===== config.mk =====
export PLATFORM = sky130hd
export DESIGN_NAME = mbox_cyc_ctl
export DESIGN_NICKNAME = d
export VERILOG_FILES = /design/src/rtl/mbox_cyc_ctl.sv
export SDC_FILE = /design/constraint.sdc
export NUM_CORES = 1
export LEC_CHECK = 0
export BUFFER_PORTS_ARGS = -buffer_cell sky130_fd_sc_hd__buf_2
export CORE_ASPECT_RATIO = 0.5
export CORE_UTILIZATION = 45
export CTS_BUF_LIST = sky130_fd_sc_hd__clkbuf_8
export CTS_CLUSTER_SIZE = 8
export DETAILED_ROUTE_END_ITERATION = 16
export GPL_TIMING_DRIVEN = 0
export PLACE_DENSITY = 0.67
export SETUP_SLACK_MARGIN = 0.15
export SYNTH_ARGS = -nofsm -noshare
export SYNTH_HDL_FRONTEND = slang
export SYNTH_SLANG_ARGS = --single-unit

===== constraint.sdc =====
create_clock -name clk -period 2.4 [get_ports clk]
set_input_delay 0.24 -clock clk [delete_from_list [all_inputs] [get_ports clk]]
set_output_delay 0.24 -clock clk [all_outputs]
set_load 0.05 [all_outputs]

===== src/rtl/mbox_cyc_ctl.sv =====
// EBOX-to-MBOX memory cycle controller: request/ack/response handshake,
// EBOX memory-wait stall, AR/ARX load strobes, page-fail hold and NXM timeout.
module mbox_cyc_ctl #(
    parameter int unsigned TIMEOUT = 64,
    parameter int unsigned CW      = 8
) (
    input  logic clk,
    input  logic RESET_n,
    input  logic MBOX_CYC_REQ,
    input  logic LOAD_AR,
    input  logic LOAD_ARX,
    input  logic VMA_PAUSE,
    input  logic VMA_WRITE,
    input  logic VMA_FETCH,
    input  logic PAGE_ILL_ENTRY,
    input  logic MBOX_ACK,
    input  logic MBOX_RESP,
    input  logic PF_CLR,
    output logic EBOX_REQ,
    output logic EBOX_RD,
    output logic EBOX_WR,
    output logic EBOX_RPW,
    output logic EBOX_FETCH,
    output logic MEM_WAIT,
    output logic AR_LOAD,
    output logic ARX_LOAD,
    output logic PAGE_FAIL,
    output logic NXM_ERR,
    output logic OVERRUN
);

    typedef enum logic [2:0] {
        S_IDLE,
        S_REQ,
        S_RD_WAIT,
        S_WR_WAIT,
        S_RPW_HOLD,
        S_PF
    } state_e;

    // Held type bit positions: {LOAD_AR, LOAD_ARX, VMA_PAUSE, VMA_WRITE, VMA_FETCH}
    localparam int unsigned T_AR  = 4;
    localparam int unsigned T_ARX = 3;
    localparam int unsigned T_PAU = 2;
    localparam int unsigned T_WR  = 1;
    localparam int unsigned T_FET = 0;

    state_e        state_q, state_d;
    logic [4:0]    type_q, type_d;
    logic [CW-1:0] cnt_q, cnt_d;
    logic          word_q, word_d;
    logic          pend_q, pend_d;
    logic          ovr_q, ovr_d;

    logic       busy;
    logic       tmo;
    logic       accept;
    logic       resp_eff;
    logic       rd_resp;
    logic       ar_first;
    logic       last_word;
    logic [4:0] req_type;

    assign req_type  = {LOAD_AR, LOAD_ARX, VMA_PAUSE, VMA_WRITE, VMA_FETCH};
    assign busy      = state_q inside {S_REQ, S_RD_WAIT, S_WR_WAIT};
    assign tmo       = busy && (cnt_q >= CW'(TIMEOUT));
    assign accept    = (state_q == S_IDLE) && MBOX_CYC_REQ && !PAGE_ILL_ENTRY && (|req_type);

    // A RESP that arrived together with the ACK is replayed as the first
    // response of the wait state that follows.
    assign resp_eff  = MBOX_RESP | pend_q;
    assign rd_resp   = (state_q == S_RD_WAIT) && resp_eff && !tmo;
    assign ar_first  = type_q[T_AR] && !word_q;
    assign last_word = !(type_q[T_AR] && type_q[T_ARX] && !word_q);

    assign EBOX_REQ   = (state_q == S_REQ);
    assign EBOX_RD    = type_q[T_AR] | type_q[T_ARX];
    assign EBOX_WR    = (state_q != S_IDLE) && type_q[T_WR];
    assign EBOX_RPW   = (state_q != S_IDLE) && type_q[T_PAU];
    assign EBOX_FETCH = (state_q != S_IDLE) && type_q[T_FET];
    // The accept term is input-driven, so it is held off while reset is asserted.
    assign MEM_WAIT   = busy | (accept & RESET_n);
    assign AR_LOAD    = rd_resp && ar_first;
    assign ARX_LOAD   = rd_resp && !ar_first;
    assign PAGE_FAIL  = (state_q == S_PF);
    assign NXM_ERR    = tmo;
    assign OVERRUN    = ovr_q;

    always_comb begin
        state_d = state_q;
        type_d  = type_q;
        cnt_d   = cnt_q;
        word_d  = word_q;
        pend_d  = 1'b0;
        ovr_d   = ovr_q;

        if (busy) begin
            cnt_d = (cnt_q == '1) ? cnt_q : cnt_q + CW'(1);
            if (MBOX_CYC_REQ) begin
                ovr_d = 1'b1;
            end
        end

        case (state_q)
            S_IDLE: begin
                word_d = 1'b0;
                if (MBOX_CYC_REQ) begin
                    if (PAGE_ILL_ENTRY) begin
                        state_d = S_PF;
                    end else if (|req_type) begin
                        type_d  = req_type;
                        cnt_d   = '0;
                        state_d = S_REQ;
                    end else begin
                        ovr_d = 1'b1;
                    end
                end
            end
            S_REQ: begin
                if (MBOX_ACK) begin
                    cnt_d   = '0;
                    word_d  = 1'b0;
                    pend_d  = MBOX_RESP;
                    state_d = (type_q[T_AR] | type_q[T_ARX]) ? S_RD_WAIT : S_WR_WAIT;
                end
            end
            S_RD_WAIT: begin
                if (resp_eff) begin
                    cnt_d = '0;
                    if (last_word) begin
                        state_d = type_q[T_PAU] ? S_RPW_HOLD : S_IDLE;
                    end else begin
                        word_d = 1'b1;
                    end
                end
            end
            S_WR_WAIT: begin
                if (resp_eff) begin
                    cnt_d   = '0;
                    state_d = S_IDLE;
                end
            end
            S_RPW_HOLD: begin
                if (MBOX_CYC_REQ) begin
                    if (VMA_WRITE) begin
                        type_d  = 5'b00010;
                        cnt_d   = '0;
                        state_d = S_REQ;
                    end else begin
                        ovr_d   = 1'b1;
                        state_d = S_IDLE;
                    end
                end
            end
            S_PF: begin
                if (PF_CLR) begin
                    state_d = S_IDLE;
                end
            end
            default: begin
                state_d = S_IDLE;
            end
        endcase

        if (tmo) begin
            state_d = S_IDLE;
            cnt_d   = '0;
            pend_d  = 1'b0;
        end
    end

    always_ff @(posedge clk or negedge RESET_n) begin
        if (!RESET_n) begin
            state_q <= S_IDLE;
            type_q  <= '0;
            cnt_q   <= '0;
            word_q  <= 1'b0;
            pend_q  <= 1'b0;
            ovr_q   <= 1'b0;
        end else begin
            state_q <= state_d;
            type_q  <= type_d;
            cnt_q   <= cnt_d;
            word_q  <= word_d;
            pend_q  <= pend_d;
            ovr_q   <= ovr_d;
        end
    end

endmodule


==> out/results.ini, run 1 <==
[finish]
nFillCells = 233
utilization_pct = 56.8
final_nets = 169
drive_gt1_share_pct = 27.1
area_growth_syn_to_layout_pct = 18.2
stdcell_area_um2 = 1490
antenna_cells = 0

[cts]
cts_tree = built
clock_path_buffers = 2
clk_pin_slew_ps = 80
cts.sink_count = 19
cts_setup_buffers = 0
htreeDepth = 1
root_buffer = clkbuf_8
cts_buffers = 3
clock_latency_ps = 260

[synthesis]
synth_xor_area_share_pct = 2.09
synth.distinct_cells = 48
yosysMostFrequentCell = dfrtp_1
synth_compound_area_share_pct = 26.3
ys_seq_elements = 19
syn_area_um2 = 1260
muxShareOfSynthArea_pct = 3.28
synth_edf_count = 0
async_flop_share_pct = 100
syn_inst = 129
synthSimpleGateAreaFrac_pct = 27.2
synth.top_cells.by_area = dfrtp_1 38%, nor2b_1 5.0%, a31o_1 3.5%
ys_warn_count = 0
ys_top_cells_by_count = 19 x dfrtp_1, 10 x nor2b_1, 8 x nor3_1
ys.flop_type = dfrtp_1
seq_area_frac_synth_pct = 37.8
synth_top_area_cell = dfrtp_1
syn_area_per_cell_um2 = 9.75
synth_fa_ha_area_share_pct = 0.995
syn-num-nets = 142
synth_top_area_share_pct = 37.8
synth_top_family_by_area = simple AND/OR/NAND/NOR gates

[critical_path]
critPathKind = register to primary output
critPathArrivalTime_ps = 1880
slowest_stage = dfrtp_1
slowest_delay_ps = 480
startpoint_type = register
cp_data_required_time_ps = 2160
cp_max_fo = 10
path_cells = buf_2 -> nor2b_1 -> o211ai_1 -> nor3b_2 -> clkbuf_4
endpoint_kind = primary output

[routing]
ant_nets = 0
avgRoutedWirePerCell_um = 15.3
viasPerCell = 5.92
num_vias = 1137
drc = 0
drt_iter0_drc = 128
wl_um = 2930
drtPass1Iterations = 4

[sta]
rsz0062_at_grt = false
tns_ps = 0
hold_viol_final = 0
drv_slew = 0
finalClockSkew_ps = 4.70
period_share_pct = 88.5
holdWs_ps = 286
slew_headroom_pct = 64.2
setup_viol = 0
worst_pin_slew_ps = 533
fmax_ghz = 0.471
finalCriticalPeriod_ps = 2120

[die]
num_rows = 13
fp.dieH_um = 39.4
core_area_um2 = 2620
dieArea_um2 = 3020
fp.dieW_um = 76.8
io_pins = 23
initial_core_util_pct = 48.0

[power]
powerDensity_nw_per_um2 = 1210
power_w = 0.00180
leakagePower_nw = 0.614
vdd_drop_max_mv = 0.493

[global_route]
grt_use_total_pct = 21.3
antenna_found_initial = 0
grt_pass1_vias = 993
grt_max_degree = 21
gr-total-overflow = 0
grt_pass1_wl_um = 4800

[placement]
dp_hpwl_um = 2180
post_dp_cell_area_um2 = 1410
port_buffers = 21
gp_congestion = 0.866

[run_status]
status = finished, final reports clean

[hold_path]
hold_path_class = primary input to register

[job]
cap_violations = 0

## metrics by stage
| stage | cells | worst slack, ps |
|---|---|---|
| after global placement | 187 | 301 |
| final | 192 | 276 |
| after CTS | 192 | 154 |
| after detailed placement | 187 | 296 |
| after global routing | 192 | 162 |
| after floorplan | 129 | 339 |
## sequential cells by signal (all words and copies together), names as in the netlist
| signal | flops |
|---|---|
| cnt_q | 8 |
| type_q | 5 |
| pend_q | 1 |
| word_q | 1 |
| OVERRUN | 1 |
| state_q | 3 |
## cell families after synthesis
| family | after synthesis |
|---|---|
| and+or+nand+nor | 56 |
| AOI/OAI and AO/OA | 39 |
| DFF | 19 |
| buffers and inverters | 7 |
| muxes | 4 |
| xor gates and xnor gates | 3 |
| adders and majority gates | 1 |
## path summary, 6_finish.rpt
path                                        start                endpoint  slack (ps)  depth (start not counted)
min reg2reg                     OVERRUN$_DFF_PN0_       OVERRUN$_DFF_PN0_         490                          1
min in group asynchronous                 RESET_n        pend_q$_DFF_PN0_         450                          2
max in group asynchronous                 RESET_n      cnt_q[0]$_DFF_PN0_        1630                          2
max                        state_q[1]$_DFFE_PN0P_                 AR_LOAD         280                          5
max reg2reg                state_q[1]$_DFFE_PN0P_  state_q[0]$_DFFE_PN0P_         500                          5
min                                     MBOX_RESP        pend_q$_DFF_PN0_         290                          2
## layout by cell type, fill, tap and decap left out, types with 2 or more instances in the layout
cell      count
buf_2        23
dfrtp_1      19
nor2b_1      10
nor3_1        7
nor2_1        7
a31o_1        5
o31ai_1       4
nand2_1       4
nand3_1       4
a211oi_1      4
nor4b_1       4
a31oi_1       4
nor3b_1       3
o211ai_1      3
xor2_1        3
mux2i_1       3
clkbuf_8      3
clkbuf_2      2
o21bai_1      2
inv_1         2
o21a_1        2
nand4_1       2
o21ai_1       2
o21ai_0       2
or3_1         2
## repair_timing
item                       in CTS  in global routing
hold buffers                    1                  0
pin swaps                       0                  0
setup endpoints to repair       2                  5
gates cloned                    0                  0
gates resized for setup         1                  6
hold endpoints to repair       19                  0
## power breakdown
group          total, W  leakage [nW]  internal (W)  switching (W)
Combinational   0.00105         0.341      0.000363       0.000691
Clock          0.000232        0.0255      0.000116       0.000116
Sequential     0.000516         0.248      0.000410       0.000106
Total           0.00180         0.614      0.000889       0.000913
## per-layer routing
| metal | track usage, % | routed length, um | up-vias |
|---|---|---|---|
| met4 | 2.88 | 8 | 0 |
| met1 | 29.6 | 1580 | 563 |
| met5 | 0 | 0 | - |
| met3 | 5.35 | 101 | 2 |
| li1 | - | - | 556 |
| met2 | 34.4 | 1250 | 16 |
## layout make-up
type                            instances  area [um^2]  share of cell area (%)
Clock inverter                          1         5.00                   0.337
Timing Repair Buffer                   22          118                    7.91
Tap cell                               37         46.3                    3.11
Clock buffer                            3         41.3                    2.78
Multi-Input combinational cell        103          768                    51.7
Buffer                                  5         25.0                    1.68
Sequential cell                        19          475                    32.0
Inverter                                2         7.51                   0.505
## critical path: cells and delay by family (launching register included)
family / cells / cell delay, ps
AO/OA/AOI/OAI: 1 / 170
flip-flops: 1 / 480
buffers and inverters: 2 / 520
AND/OR/NAND/NOR: 2 / 460
Note: power is estimated with default switching activity, not from simulation.
==> run 2, diff against run 1 <==
- CORE_UTILIZATION: 45 -> 38
- PLACE_DENSITY: 0.67 -> unset
==> run 2 against run 1 <==
  * Final area grew 0.25%
  * Clock power is essentially flat
  * First-iteration DRC count shrank 54%
  * Count of clock-buffer cells in the layout is the same
  * Clock skew is essentially flat
  * Via count shrank 0.44%
  * Total power is essentially flat
==> out/results.ini, run 2 (synthesized netlist as in run 1, its figures left out) <==
[critical_path]
cp_max_fo = 10
critPathArrivalTime_ps = 1880
r2r_cells = 5
rrSetupSlack_ps = 560
r2r_start = state_q[1]$_DFFE_PN0P_
r2r-end = state_q[0]$_DFFE_PN0P_
endpoint_kind = primary output
startpoint_type = register
critPathKind = register to primary output
cp_data_required_time_ps = 2160

[finish]
final_cell_mix = 23 x buf_2, 19 x dfrtp_1, 10 x nor2b_1
drive_gt1_share_pct = 27.1
largest_reg_flops = 8
reg_top3 = cnt_q (8), type_q (5), state_q (3)
stdcell_area_um2 = 1490
nFillCells = 325
regMostFlops = cnt_q
final_nets = 169
final_common_cell = buf_2
antenna_cells = 0
multi_input_area_um2 = 768
area_growth_syn_to_layout_pct = 18.5
ff_latch_area_um2 = 475

[power]
powerDensity_nw_per_um2 = 1210
vdd_drop_max_mv = 0.555
leakagePower_nw = 0.614

[die]
io_pins = 23
fp.dieW_um = 83.4
initial_core_util_pct = 40.8
dieArea_um2 = 3560
num_rows = 14
core_area_um2 = 3080
fp.dieH_um = 42.7

[cts]
root_buffer = clkbuf_8
cts.sink_count = 19
cts_tree = built
clock_latency_ps = 260
cts_buffers = 3
htreeDepth = 1
clk_pin_slew_ps = 80
clock_path_buffers = 2

[routing]
ant_nets = 0
viasPerCell = 5.81
num_vias = 1132
drt_iter0_drc = 59
avgRoutedWirePerCell_um = 15.3
wl_um = 2970
drtPass1Iterations = 4
drc = 0

[sta]
drv_slew = 0
timing.final.ws_setup_ps = 276
worst_pin_slew_ps = 538
rsz0062_at_grt = true
tns_ps = 0
slew_headroom_pct = 63.9
period_share_pct = 88.5
finalClockSkew_ps = 4.86
finalCriticalPeriod_ps = 2120
hold_viol_final = 0
fmax_ghz = 0.471
setup_viol = 0

[global_route]
gr-total-overflow = 0
grt_use_total_pct = 18.4
grt_pass1_vias = 1055
grt_pass1_wl_um = 5120
grt_max_degree = 21
antenna_found_initial = 0

[placement]
pre_cts_ws_ps = 249
port_buffers = 21
post_dp_cell_area_um2 = 1420
gp_congestion = 0.797
dp_hpwl_um = 2220

[hold_path]
whs_path_depth = 2
min_to = pend_q$_DFF_PN0_
hold_path_class = primary input to register
min_from = MBOX_RESP

[job]
cap_violations = 0

[run_status]
status = finished, final reports clean

-- run 2: cell counts in the layout (fill, tap and decap cells not counted) --
Identical to the previous run, type by type.
-- run 2: repair_timing --
action | in CTS | in global routing
gates resized for setup | 1 | 6
hold buffers | 1 | 0
buffers inserted | 0 | 0
setup endpoints to repair | 2 | 5
hold endpoints to repair | 19 | 0
gates cloned | 0 | 0
-- run 2: report_power, final --
part / total (W) / leakage, nW / internal, W / switching, W
logic: 0.00105 / 0.341 / 0.000363 / 0.000690
registers: 0.000520 / 0.248 / 0.000410 / 0.000110
clock network: 0.000230 / 0.0255 / 0.000116 / 0.000115
-- run 2: worst max-delay path, stage by stage, from the launching register on --
cell and delay [ps]:
dfrtp_1 480, clkbuf_2 250, nor3_4 290, o211ai_1 170, nor3b_2 180, clkbuf_4 250
-- run 2: worst max path at each step --
stage,start,end,cells past startpoint,slack (ps)
6_report,state_q[2]$_DFFE_PN0P_,AR_LOAD,5,280
5_1_grt,state_q[2]$_DFFE_PN0P_,AR_LOAD,5,120
2_1_floorplan,state_q[2]$_DFFE_PN0P_,AR_LOAD,4,340
3_3_place_gp,state_q[2]$_DFFE_PN0P_,AR_LOAD,5,290
3_5_place_dp,state_q[2]$_DFFE_PN0P_,AR_LOAD,5,250
4_1_cts,state_q[2]$_DFFE_PN0P_,AR_LOAD,5,120
-- run 2: area by class of cell --
type	count	share of cell area (%)
buffer	5	1.68
clock buffer	3	2.77
clock inverter	1	0.336
inverter	2	0.504
multi-input combinational	103	51.6
sequential	19	31.9
tap	40	3.36
timing repair buffer	22	7.89
-- run 2: stage by stage --
step | instances | hold WS, ps | utilization [%] | total power (W)
2_1_floorplan | 129 | -55.6 | - | 0.00131
3_3_place_gp | 190 | 223 | 46.0 | 0.00155
3_5_place_dp | 190 | 220 | 46.0 | 0.00155
4_1_cts | 195 | 277 | 48.0 | 0.00179
5_1_grt | 195 | 276 | 48.3 | 0.00193
6_report | 195 | 281 | 48.3 | 0.00180
-- run 2: layer usage --
layer	part of all wire [%]	global-route usage (%)
met2	41	26.6
met3	3.6	5.25
met5	0	0
met4	0	3.10
met1	55	27.5
